===== src/rtl/shift_sub_divider.sv =====
// Restoring shift-subtract divider: 64-bit unsigned dividend by 32-bit divisor,
// one quotient bit per clock, with up-front overflow detection.
module shift_sub_divider (
    input  logic        clk,
    input  logic        reset,
    input  logic        start,
    input  logic [63:0] dividend,
    input  logic [31:0] divisor,
    output logic [31:0] quotient,
    output logic [31:0] remainder,
    output logic        overflow,
    output logic        busy,
    output logic        done
);

    typedef enum logic [1:0] {
        IDLE = 2'd0,
        RUN  = 2'd1,
        DONE = 2'd2
    } state_t;

    state_t      state_q, state_d;
    logic [5:0]  count_q, count_d;
    logic [31:0] r_hi_q, r_hi_d;
    logic [31:0] r_lo_q, r_lo_d;
    logic [31:0] divisor_q, divisor_d;
    logic [31:0] quotient_q, quotient_d;
    logic [31:0] remainder_q, remainder_d;
    logic        overflow_q, overflow_d;

    logic [32:0] trial;
    logic [32:0] diff;
    logic        qbit;
    logic [31:0] step_hi;
    logic [31:0] step_lo;
    logic        start_overflow;

    // One restoring step. The subtraction is 33 bits wide; because R_hi stays
    // below the divisor, bit 32 of the difference is exactly the borrow.
    always_comb begin
        trial   = {r_hi_q, r_lo_q[31]};
        diff    = trial - {1'b0, divisor_q};
        qbit    = ~diff[32];
        step_hi = qbit ? diff[31:0] : trial[31:0];
        step_lo = {r_lo_q[30:0], qbit};
    end

    assign start_overflow = (divisor == 32'd0) || (dividend[63:32] >= divisor);

    always_comb begin
        state_d     = state_q;
        count_d     = count_q;
        r_hi_d      = r_hi_q;
        r_lo_d      = r_lo_q;
        divisor_d   = divisor_q;
        quotient_d  = quotient_q;
        remainder_d = remainder_q;
        overflow_d  = overflow_q;

        case (state_q)
            IDLE: begin
                if (start) begin
                    divisor_d = divisor;
                    if (start_overflow) begin
                        state_d     = DONE;
                        quotient_d  = 32'hFFFF_FFFF;
                        remainder_d = 32'h0;
                        overflow_d  = 1'b1;
                    end else begin
                        state_d = RUN;
                        r_hi_d  = dividend[63:32];
                        r_lo_d  = dividend[31:0];
                        count_d = 6'd32;
                    end
                end
            end
            RUN: begin
                r_hi_d  = step_hi;
                r_lo_d  = step_lo;
                count_d = count_q - 6'd1;
                // Last iteration: publish the result on the same edge.
                if (count_q == 6'd1) begin
                    state_d     = DONE;
                    quotient_d  = step_lo;
                    remainder_d = step_hi;
                    overflow_d  = 1'b0;
                end
            end
            DONE: begin
                state_d = IDLE;
            end
            default: begin
                state_d = IDLE;
            end
        endcase
    end

    always_ff @(posedge clk or posedge reset) begin
        if (reset) begin
            state_q     <= IDLE;
            count_q     <= 6'd0;
            r_hi_q      <= 32'd0;
            r_lo_q      <= 32'd0;
            divisor_q   <= 32'd0;
            quotient_q  <= 32'd0;
            remainder_q <= 32'd0;
            overflow_q  <= 1'b0;
        end else begin
            state_q     <= state_d;
            count_q     <= count_d;
            r_hi_q      <= r_hi_d;
            r_lo_q      <= r_lo_d;
            divisor_q   <= divisor_d;
            quotient_q  <= quotient_d;
            remainder_q <= remainder_d;
            overflow_q  <= overflow_d;
        end
    end

    assign quotient  = quotient_q;
    assign remainder = remainder_q;
    assign overflow  = overflow_q;
    assign busy      = (state_q == RUN);
    assign done      = (state_q == DONE);

endmodule


===== config.mk =====
export PLATFORM = sky130hd
export DESIGN_NAME = shift_sub_divider
export DESIGN_NICKNAME = d
export VERILOG_FILES = /design/src/rtl/shift_sub_divider.sv
export SDC_FILE = /design/constraint.sdc
export NUM_CORES = 1
export LEC_CHECK = 0
export ABC_AREA = 0
export CORE_ASPECT_RATIO = 1.2
export CORE_MARGIN = 2
export CORE_UTILIZATION = 50
export CTS_BUF_LIST = sky130_fd_sc_hd__clkbuf_2
export DETAILED_ROUTE_END_ITERATION = 16
export PLACE_DENSITY = 0.79
export SLEW_MARGIN = 20
export SYNTH_ARGS = -nofsm -noshare
export SYNTH_HDL_FRONTEND = slang
export SYNTH_SLANG_ARGS = --single-unit
export TNS_END_PERCENT = 30

===== constraint.sdc =====
create_clock -name clk -period 5.95 [get_ports clk]
set_clock_uncertainty 0.05 [all_clocks]
set_input_delay 1.785 -clock clk [delete_from_list [all_inputs] [get_ports clk]]
set_output_delay 1.785 -clock clk [all_outputs]
set_load 0.1 [all_outputs]

==> results of run 1 <==
[worst reg2reg max path, delay by kind of cell (launching register included)]
kind	cells	cell delay, ns
and+or+nand+nor	1	0.17
buffers and inverters	2	0.12
muxes	1	0.44
AOI/OAI and AO/OA	6	2.03
DFF	1	0.46
adders and majority gates	2	0.58
[cell families (layout without fill, tap and decap cells)]
logic type,Yosys count,after routing,synth area share
other,0,2,0
buffers and inverters,131,281,0.0527
AND/OR/NAND/NOR,319,319,0.141
AO/OA/AOI/OAI,306,306,0.183
adder cells (fa/ha/maj),67,67,0.0852
flip-flops,169,169,0.426
multiplexers,83,83,0.0875
XOR/XNOR,28,28,0.0247
[how the worst max path moves through the flow]
| stage | slack, ns | end | depth (start not counted) |
|---|---|---|---|
| floorplan | 1.77 | r_lo_q[31] | 12 |
| global placement | 0.69 | count_q[3] | 12 |
| finish | 1.43 | r_lo_q[23] | 12 |
| CTS | 1.42 | busy | 3 |
| detailed placement | 0.61 | count_q[4] | 12 |
| global route | 1.16 | count_q[3] | 12 |
[registers in the layout, summed over array words and instances, names as in the netlist]
| signal | flops |
|---|---|
| overflow | 1 |
| r_hi_q | 32 |
| state_q | 2 |
| r_lo_q | 32 |
| quotient | 32 |
| divisor_q | 32 |
| remainder | 32 |
| count_q | 6 |
[per-layer routing]
metal  up-vias  routed length, um
met5         -                  0
met4         0                630
met3        53               1790
met2       275              12600
met1      4125              11200
li1       4138                  -
[metrics by stage]
step                       util  std cells
after floorplan               -       1103
after global placement    0.606       1482
after detailed placement  0.606       1482
after CTS                 0.618       1514
after global routing      0.619       1515
final                     0.619       1516
[final cells by class]
class / count / area, um2 / area share
Clock buffer: 17 / 85.1 / 0.00706
Tap cell: 261 / 327 / 0.0271
Timing Repair Buffer: 173 / 1750 / 0.145
Multi-Input combinational cell: 803 / 5210 / 0.432
Clock inverter: 15 / 159 / 0.0132
Inverter: 76 / 289 / 0.0240
Antenna cell: 2 / 5.00 / 0.000415
Sequential cell: 169 / 4230 / 0.351
[placed cells by master (no fill, tap or decap), types with 12 or more instances in the layout]
cell             instances
a21o_1                  18
nor2_1                 106
a21oi_1                120
inv_1                   73
mux2i_1                 53
o21ai_1                 28
xnor2_1                 17
nor4_1                  14
ha_1                    66
clkdlybuf4s50_1        165
nand2_1                126
nor3_1                  13
mux2_2                  22
dfrtp_1                169
a31oi_1                 12
o21ai_0                 74
clkbuf_2                17
==> impl.org, run 1 <==
** Clock tree
- CTS saw 169 sinks.
- Number of buffers created by CTS :: 17
- After clock tree synthesis, the clock-pin slew on the worst setup and hold paths is 0.26 ns.
- The number of setup buffers added after CTS is 0.
- The tree is rooted in a clkbuf_2.
- Clock latency on the worst-skew pair, taken at its later pin, is 0.79 ns.
- Maximum clock insertion buffer count :: 2
- Hold-fix buffers at CTS :: 0
- # resized after CTS :: 0
- H-Tree Level Count :: 4
- TritonCTS clock tree :: built

** Global routing
- For this run the aggregate overflow at the end of global routing stands at 0.
- Most Crowded Layer GR :: met2
- For met2 alone, demand over resource in global routing was 0.427.
- Number of global-route vias before repair :: 8,350
- Across every metal layer, demand over resource in global routing totals 0.252.
- Number of antenna violations at the first check in global routing :: 2
- Entering global routing, the biggest net connects 170 pins.
- Wire length of the first global-routing pass :: 42,400 um
- Met1 Usage GRT :: 0.318
- In the global route stage, met3 resource usage came out at 0.0630.

** Placement
- Pre-CTS worst setup slack :: 0.608 ns
- Detailed placement ended at an HPWL of 18,800 um.
- Cell Area, Placed :: 0.0118 mm2
- Placer congestion estimate :: 0.929
- The count of buffers added on input and output ports is 165.

** Final layout
- Layout fillers :: 1,719
- Final-stage net count :: 1,406
- Relative to the synthesized area, the layout overhead comes to 21.4%.
- Share of layout cells above drive strength 1 :: 0.0599
- Post-layout instance area :: 0.0121 mm2

** Critical path
- Kind of start point of the critical path :: primary input
- Endpoint class of the critical path :: register
- Depth of the worst register-to-register path :: 12
- In this run the worst setup path begins at divisor[22].
- Across all register-to-register paths, the minimum setup slack is 1.97 ns.
- Data on the critical path arrives at its endpoint at between 5 and 6 ns.
- On the worst path, the slowest cell contributes a delay of 0.52 ns.
- The worst register-to-register path begins at r_lo_q[31].
- Critical path cell sequence :: clkdlybuf4s50_1 -> inv_1 -> ha_1 -> nand4_1 -> or3_1 -> nor4_1 -> o2bb2ai_1 -> o21ai_0 -> nand2_4 -> buf_12 -> mux2i_1 -> a21oi_1
- The largest individual stage delay along the critical path comes from the cell clkdlybuf4s50_1.
- The critical path contains buffers and inverters numbering 3 combined.
- Max FO, Critical Path :: 38
- In this run the critical register-to-register path is captured at r_hi_q[26].
- WS Path Type :: in -> reg
- At the worst endpoint, the required time is 6.55 ns.
- In this design, the largest share of critical-path delay is due to simple AND/OR/NAND/NOR gates.

** Detailed routing
- Detailed router's first-iteration violation count :: 500
- The first detailed-routing pass ran for 6 iterations.
- DRC :: 0
- Post-detailed-route via-to-cell ratio :: 5.67
- Post-route ant nets :: 0
- Final wirelength :: 26,200 um
- DR vias :: 8,591
- Average detailed-routed wire length per instance :: 17.3 um

** STA
- Smallest hold slack :: 0.471 ns
- Share of the cycle needed by the critical path after routing :: 0.759
- RSZ-0062 raised after global routing :: false
- In this run the tightest slew margin relative to its limit is 0.266.
- Maximum clock frequency :: 0.221 GHz
- The final hold violation count came to 0.
- Worst setup margin :: 1.43 ns
- For the pin with the worst max-slew slack, the measured transition is 1.10 ns.
- Max Slew Vio Count :: 0
- Setup tns final :: 0 ns
- # setup viols final :: 0
- Counting I/O delays and the setup requirement, the final critical path takes 4.52 ns.

** Logic synthesis
- List of most frequent post-synthesis cells :: 169 x dfrtp_1, 127 x nand2_1, 121 x a21oi_1, 107 x nor2_1
- Of the post-synthesis cell area, the dominant cell type holds 0.426.
- Ranked by total cell area, the synthesized netlist is headed by dfrtp_1 43%, ha_1 8.3%, a21oi_1 6.1%, mux2i_1 5.3%, nand2_1 4.8%.
- The average instance in the mapped netlist occupies 9.00 um2.
- The number of nets handed over by synthesis was 1,269.
- The cell count after synthesis came out at 1,103.
- Fraction of registers with async set or reset after synthesis :: 1.00
- Counting distinct cell types in the post-synthesis netlist gives 67.
- Register bit count reported by yosys :: 169
- Number of synthesis warnings :: 0
- For this run, the leading register cell type out of synthesis is dfrtp_1.
- Yosys top cell by area :: dfrtp_1
- In the post-synthesis netlist, the cell with the most instances is dfrtp_1.
- Summed instance area of the synthesized netlist :: between 0.009 and 0.01 mm2
- Post-synth EDFFs :: 0
- Of the synthesized area, sequential elements account for 0.426.

** Min path
- The worst hold path was traced through 2 stages.
- The startpoint identified for the worst hold timing path is remainder[0].
- In this run the worst hold path is classified as reg -> reg.
- The path with the worst hold slack has its endpoint at remainder[0].

** Status
- Outcome :: finished, final reports clean

** Floorplan
- In this run the standard cell core region covers around 0.019 mm2.
- For this configuration, the core starts out at a cell density of 0.510.
- Number of placement rows :: 56
- Horizontal die dimension :: approximately 130 um
- 166 I/O pins were placed.
- Die span in y :: around 160 um
- The die covers roughly 0.021 mm2.

** Job
- The tool flagged a number of max-cap violations equal to 0.
Power of run 1 is left out: the tool's default activity adds up to more than one toggle a clock period on the data nets, which glitch-free logic cannot reach.
==> run 2: changes to the inputs <==
Settings changed: CORE_UTILIZATION 50 to 55, PLACE_DENSITY 0.79 to 0.82.
Clock period 5.95 ns to 4.7 ns, I/O delays scaled along.
==> impl.org, run 2 (synthesis gave the netlist of run 1 again) <==
** Status
- Outcome :: finished, final reports clean

** STA
- The measured slew at the worst slew-check pin is 1.02 ns (-0.0771 ns).
- Worst setup margin :: 0.655 ns (-0.779 ns)
- The remaining max-slew budget at the tightest pin is 0.315 (+0.0493).
- The total negative slack came to 0 ns (unchanged).
- The final-report max-slew violation count was 0 (unchanged).
- Maximum clock frequency :: 0.247 GHz
- Setup repair after global routing left no endpoint under its margin.
- In the finished design, the share of the clock period the worst path needs comes to 0.861.
- The final setup violation count was 0 (unchanged).
- The final hold violation count is 0 (unchanged).
- After layout, the minimum clock period comes to 4.04 ns.

** Final layout
- Most common cell after layout, fill and taps aside :: dfrtp_1
- The area growth from synthesis to layout is 22.3%.
- The final standard cell count with taps included and fillers excluded is 1,489 (-1.8%).
- End-of-flow core utilization :: 0.690 (+0.0717)
- The count of fill cells added during filler insertion is 1,422 (-17%).
- In the layout the commonest cells are 169 x dfrtp_1, 164 x clkdlybuf4s50_1, 126 x nand2_1.
- The share of final-layout standard cells stronger than drive strength 1 was 0.0726 (+0.0127).
- Final-stage net count :: 1,421 (+1.1%)

** Placement
- Number of cells in the design after placement :: 1,456 (-1.8%)
- The number of buffer cells added on primary ports is 165 (unchanged).
- Placer congestion estimate :: 0.916 (-1.4%)
- The worst slack at placement came to -0.0326 ns (-0.640 ns).
- The estimated wirelength of the detail-placed design came to 19,100 um (+1.8%).

** Clock tree
- Number of buffers created by CTS :: 17 (unchanged)
- The clock latency at the later pin of the worst-skew pair is 0.77 ns (-0.02 ns).
- Post-CTS setup-driven buffer insertion count :: 0 (unchanged)
- CTS clock-pin slew for the worst setup and hold paths :: 0.23 ns (-0.03 ns)
- Root Buffer Master :: clkbuf_2
- The clock net sink count came to 169 (unchanged).
- The number of instances resized during post-cts repair was 0 (unchanged).
- Maximum clock insertion buffer count :: 2 (unchanged)
- The number of H-tree levels was 4 (unchanged).
- The post-cts hold buffer count is 0 (unchanged).
- TritonCTS built the clock tree.

** Critical path
- Critical Path End :: done
- The worst path required time is 3.24 ns (-3.31 ns).
- Arrival time of data at the critical path endpoint :: 2.58 ns (-2.53 ns)
- Register-to-Register Setup Slack :: 0.74 ns (-1.23 ns)
- The worst register-to-register path begins at r_lo_q[31].
- In this run the critical register-to-register path is captured at r_hi_q[7].
- Walking the worst path, the cells encountered are nor2b_1 -> clkdlybuf4s50_1.
- Worst setup startpoint :: state_q[0]
- CP peak stage delay :: 1.17 ns (+0.65 ns)
- Kind of start point of the critical path :: register
- The worst setup path is captured at an output pin.
- The worst setup path is of the reg -> out kind.
- Max FO, Critical Path :: 4 (-89%)
- The cell count of the worst reg-to-reg path is 14 (+2).
- Among all stages on the critical path, the largest delay is contributed by clkdlybuf4s50_1.

** Floorplan
- The chip height was 151 um (-4.5%).
- Die Outline Area :: 0.0191 mm2 (-8.8%)
- The die outline width is 127 um (-4.5%).
- Boundary pin count :: 166 (unchanged)
- The total core area was 0.0176 mm2 (-9.8%).
- The initial standard-cell utilization of the core was 0.565 (+0.0552).
- Number of placement rows :: 53 (-5.4%)

** Detailed routing
- DRC :: 0 (unchanged)
- Post-route ant nets :: 0 (unchanged)
- The final wirelength came to 25,900 um (-1.0%).
- Detailed router's first-iteration violation count :: 512 (+2.4%)
- Post-detailed-route via-to-cell ratio :: 5.81 (+2.5%)
- The number of iterations in the first detailed-routing pass came to 7 (+1).
- The via count was 8,645 (+0.63%).
- Average detailed-routed wire length per instance :: 17.4 um (+0.77%)

** Global routing
- Global Route Usage Sum :: 0.278 (+0.0255)
- The via count of the first global-routing pass was 8,619 (+3.2%).
- The wire length of the first global-routing pass was 42,600 um (+0.52%).
- Pin count of the biggest net entering global routing :: 118 (-31%)
- The total global routing overflow came to 0 (unchanged).
- The number of antenna violations at the first check in global routing is 1 (-1).

** Min path
- Min-delay worst type :: reg -> reg

** Job
- Max cap viols :: 0 (unchanged)
## run 2: changes by cell type in the layout (fill, tap and decap cells not counted)
cell,before,now
clkdlybuf4s50_1,165,164
diode_2,2,1
inv_6,6,5
clkinv_1,2,1
clkinvlp_4,1,2
buf_12,3,5
buf_4,4,18
clkinv_2,1,2
## run 2: worst max-delay path: cells and delay by family (launching register included)
| kind | cells | cell delay, ns |
|---|---|---|
| buffers and inverters | 1 | 1.17 |
| flip-flops | 1 | 0.52 |
| AND/OR/NAND/NOR | 1 | 0.15 |
## run 2: worst min-delay path by stage
stage,start,to,slack (ns),cells after the start
3_3_place_gp,remainder[13],remainder[13],0.41,2
2_1_floorplan,divisor_q[0],divisor_q[0],0.43,1
4_1_cts,remainder[20],remainder[20],0.47,2
5_1_grt,remainder[20],remainder[20],0.49,2
3_5_place_dp,remainder[29],remainder[29],0.42,2
6_report,remainder[20],remainder[20],0.46,2
## run 2: area by class of cell
class                   count  area (um2)  area share
clock inverters            15         159      0.0131
multi-input cells         803        5210       0.429
clock buffers              17        85.1     0.00701
well taps                 220         275      0.0227
flip-flops and latches    169        4230       0.349
repair buffers            188        1890       0.156
inverters                  76         289      0.0238
diodes                      1        2.50    0.000206
## run 2: metal layers
layer  routed length, um  part of all wire  track usage  up-vias
met1               10700              0.41        0.350     4134
met3                1840             0.071       0.0600       58
met4                 881             0.034        0.124        0
li1                    -                 -            -     4152
met5                   0                 0            0        -
met2               12400              0.48        0.462      301
## run 2: stage by stage
step                instance area (um2)  hold slack (ns)
global route                      12100            0.486
floorplan                          9930            0.435
finish                            12100            0.462
detailed placement                11900            0.420
CTS                               12100            0.469
global placement                  11900            0.413
Power of run 2 is left out for the same reason.
==> run 3: changes to the inputs <==
Settings changed: CORE_UTILIZATION 55 to 30, PLACE_DENSITY 0.82 to unset.
==> impl.org, run 3 (synthesis gave the netlist of run 1 again) <==
** Detailed routing
- The via count was 8,480 (-1.9%).
- Final wirelength :: 28,700 um (+11%)
- The average routed wire per standard cell came to 17.0 um (-2.4%).
- Drt first pass iters :: 5 (-2)
- Post-detailed-route via-to-cell ratio :: 5.02 (-14%)
- The residual antenna-violating net count after detailed routing is 0 (unchanged).
- Detailed router's first-iteration violation count :: 471 (-8.0%)
- The post-route DRC violation count is 0 (unchanged).

** Placement
- The global placer's final weighted congestion was 0.833 (-9.0%).
- Placed wire-length estimate after detailed placement :: 21,700 um (+13%)
- Number of port buffers :: 165 (unchanged)

** Clock tree
- The number of instances resized during post-cts repair came to 0 (unchanged).
- The clock slew at the register clock pins of the worst setup and hold paths was 0.26 ns (+0.03 ns).
- Number of clock sinks :: 169 (unchanged)
- The maximum buffer depth of the clock tree came to 2 (unchanged).
- Hold-fix buffers at CTS :: 0 (unchanged)
- Latest clock arrival within the worst-skew pair :: 0.80 ns (+0.03 ns)
- TritonCTS clock tree :: built
- The number of H-tree levels came to 4 (unchanged).
- Post-CTS setup-driven buffer insertion count :: 0 (unchanged)
- Root Buffer Master :: clkbuf_2
- The number of buffers created by CTS is 17 (unchanged).

** STA
- Setup tns final :: 0 ns (unchanged)
- Max Slew Vio Count :: 0 (unchanged)
- Worst slew margin relative to its limit :: 0.295 (-0.0204)
- Final critical-path required period :: 4.16 ns (+0.118 ns)
- RSZ-0062 raised after global routing :: false
- Share of the cycle needed by the critical path after routing :: 0.886 (+0.0251)
- The final setup violation count came to 0 (unchanged).
- Least-Margin Pin Slew :: 1.05 ns (+0.0305 ns)
- Final hold violations :: 0 (unchanged)
- Maximum clock frequency :: 0.240 GHz (-2.8%)

** Floorplan
- The overall die area was 0.0346 mm2 (+81%).
- Number of placement rows :: 72 (+36%)
- The chip height was 203 um (+34%).
- Area of the core :: 0.0324 mm2 (+85%)
- The die outline width was 170 um (+34%).
- The initial standard-cell utilization of the core was 0.306 (-0.259).
- The top-level port count is 166 (unchanged).

** Critical path
- Critical path cell sequence :: nor2b_1 -> clkdlybuf4s50_1
- The number of cells on the critical path is 2 (unchanged).
- Depth of the worst register-to-register path :: 14 (unchanged)
- Max FO, Critical Path :: 4 (unchanged)
- The worst path required time is 3.24 ns (about the same).
- Arrival time of data at the critical path endpoint :: 2.70 ns (+0.12 ns)
- Register-to-Register Setup Slack :: 0.96 ns (+0.22 ns)
- The cell family contributing the most delay on the critical path is buffers and inverters.
- The largest stage delay on the critical path came to 1.21 ns (+0.04 ns).
- The critical path is of the reg -> out type.
- Endpoint class of the critical path :: output pin
- Master of the slowest instance on the critical path :: clkdlybuf4s50_1
- STA classifies the critical path startpoint as a register.
- Buffers plus inverters on the worst setup path :: 1 (unchanged)

** Final layout
- Growth of design area from synthesis to finish :: 25.2%
- Share of layout cells above drive strength 1 :: 0.0812 (+0.00863)
- Most common cell after layout, fill and taps aside :: dfrtp_1
- Highest-count cells in the layout ignoring fill and taps :: 169 x dfrtp_1, 164 x clkdlybuf4s50_1, 126 x nand2_1
- The count of fill cells added during filler insertion was 3,253 (+130%).
- Final-stage net count :: 1,435 (+0.99%)

** Job
- Max cap viols :: 0 (unchanged)

** Global routing
- The via count of the first global-routing pass came to 8,665 (+0.53%).
- The wire length of the first global-routing pass was 46,200 um (+8.5%).
- Number of antenna violations at the first check in global routing :: 3 (+2)
- Global Route Usage Sum :: 0.170 (-0.108)
- Pin count of the biggest net entering global routing :: 97 (-18%)
- The total global routing overflow was 0 (unchanged).

** Min path
- Min-delay worst type :: reg -> reg
- The number of cells traversed by the worst hold path came to 2 (unchanged).

** Status
- Outcome :: finished, final reports clean
==> run 3: cell count changes in the layout (fill, tap and decap cells not counted), sizes merged <==
cell / previous run / this run
clkinv: 6 / 7
clkbuf: 17 / 19
buf: 24 / 38
clkinvlp: 2 / 4
bufinv: 1 / 2
inv: 82 / 75
==> run 3: area by class of cell <==
class	count	area, um2	area share
flip-flops and latches	169	4230	0.340
inverters	76	289	0.0233
well taps	407	509	0.0410
multi-input cells	803	5210	0.419
clock buffers	19	95.1	0.00765
repair buffers	202	1960	0.158
clock inverters	12	128	0.0103
diodes	1	2.50	0.000201
==> run 3: layer usage <==
layer  routed length [um]  up-vias  global-route usage
met3                 1750       43              0.0479
met5                   34        -                   0
li1                     -     4187                   -
met4                  794        4              0.0580
met1                12700     4027               0.210
met2                13400      219               0.284
==> run 3: final timing paths <==
| kind | startpoint | endpoint |
|---|---|---|
| max | state_q[0] | done |
| min | remainder[0] | remainder[0] |
| max reg2reg | r_lo_q[31] | r_hi_q[7] |
| min reg2reg | remainder[0] | remainder[0] |
| max in group asynchronous | reset | r_hi_q[29] |
| min in group asynchronous | reset | r_hi_q[1] |
==> run 3: worst min-delay path: stages (launching register included) <==
cell	delay, ns
dfrtp_1	0.40
nand2_1	0.05
nand2_1	0.05
==> run 3: through the flow <==
step,util,instances,hold slack [ns],cell area (um2),worst slack (ns)
after floorplan,-,1103,0.435,9930,0.898
after global placement,0.376,1657,0.407,12200,-0.0550
after detailed placement,0.376,1657,0.411,12200,-0.118
after CTS,0.383,1688,0.456,12400,0.457
after global routing,0.383,1689,0.479,12400,0.390
final,0.383,1689,0.448,12400,0.537
Power of run 3 is left out for the same reason.
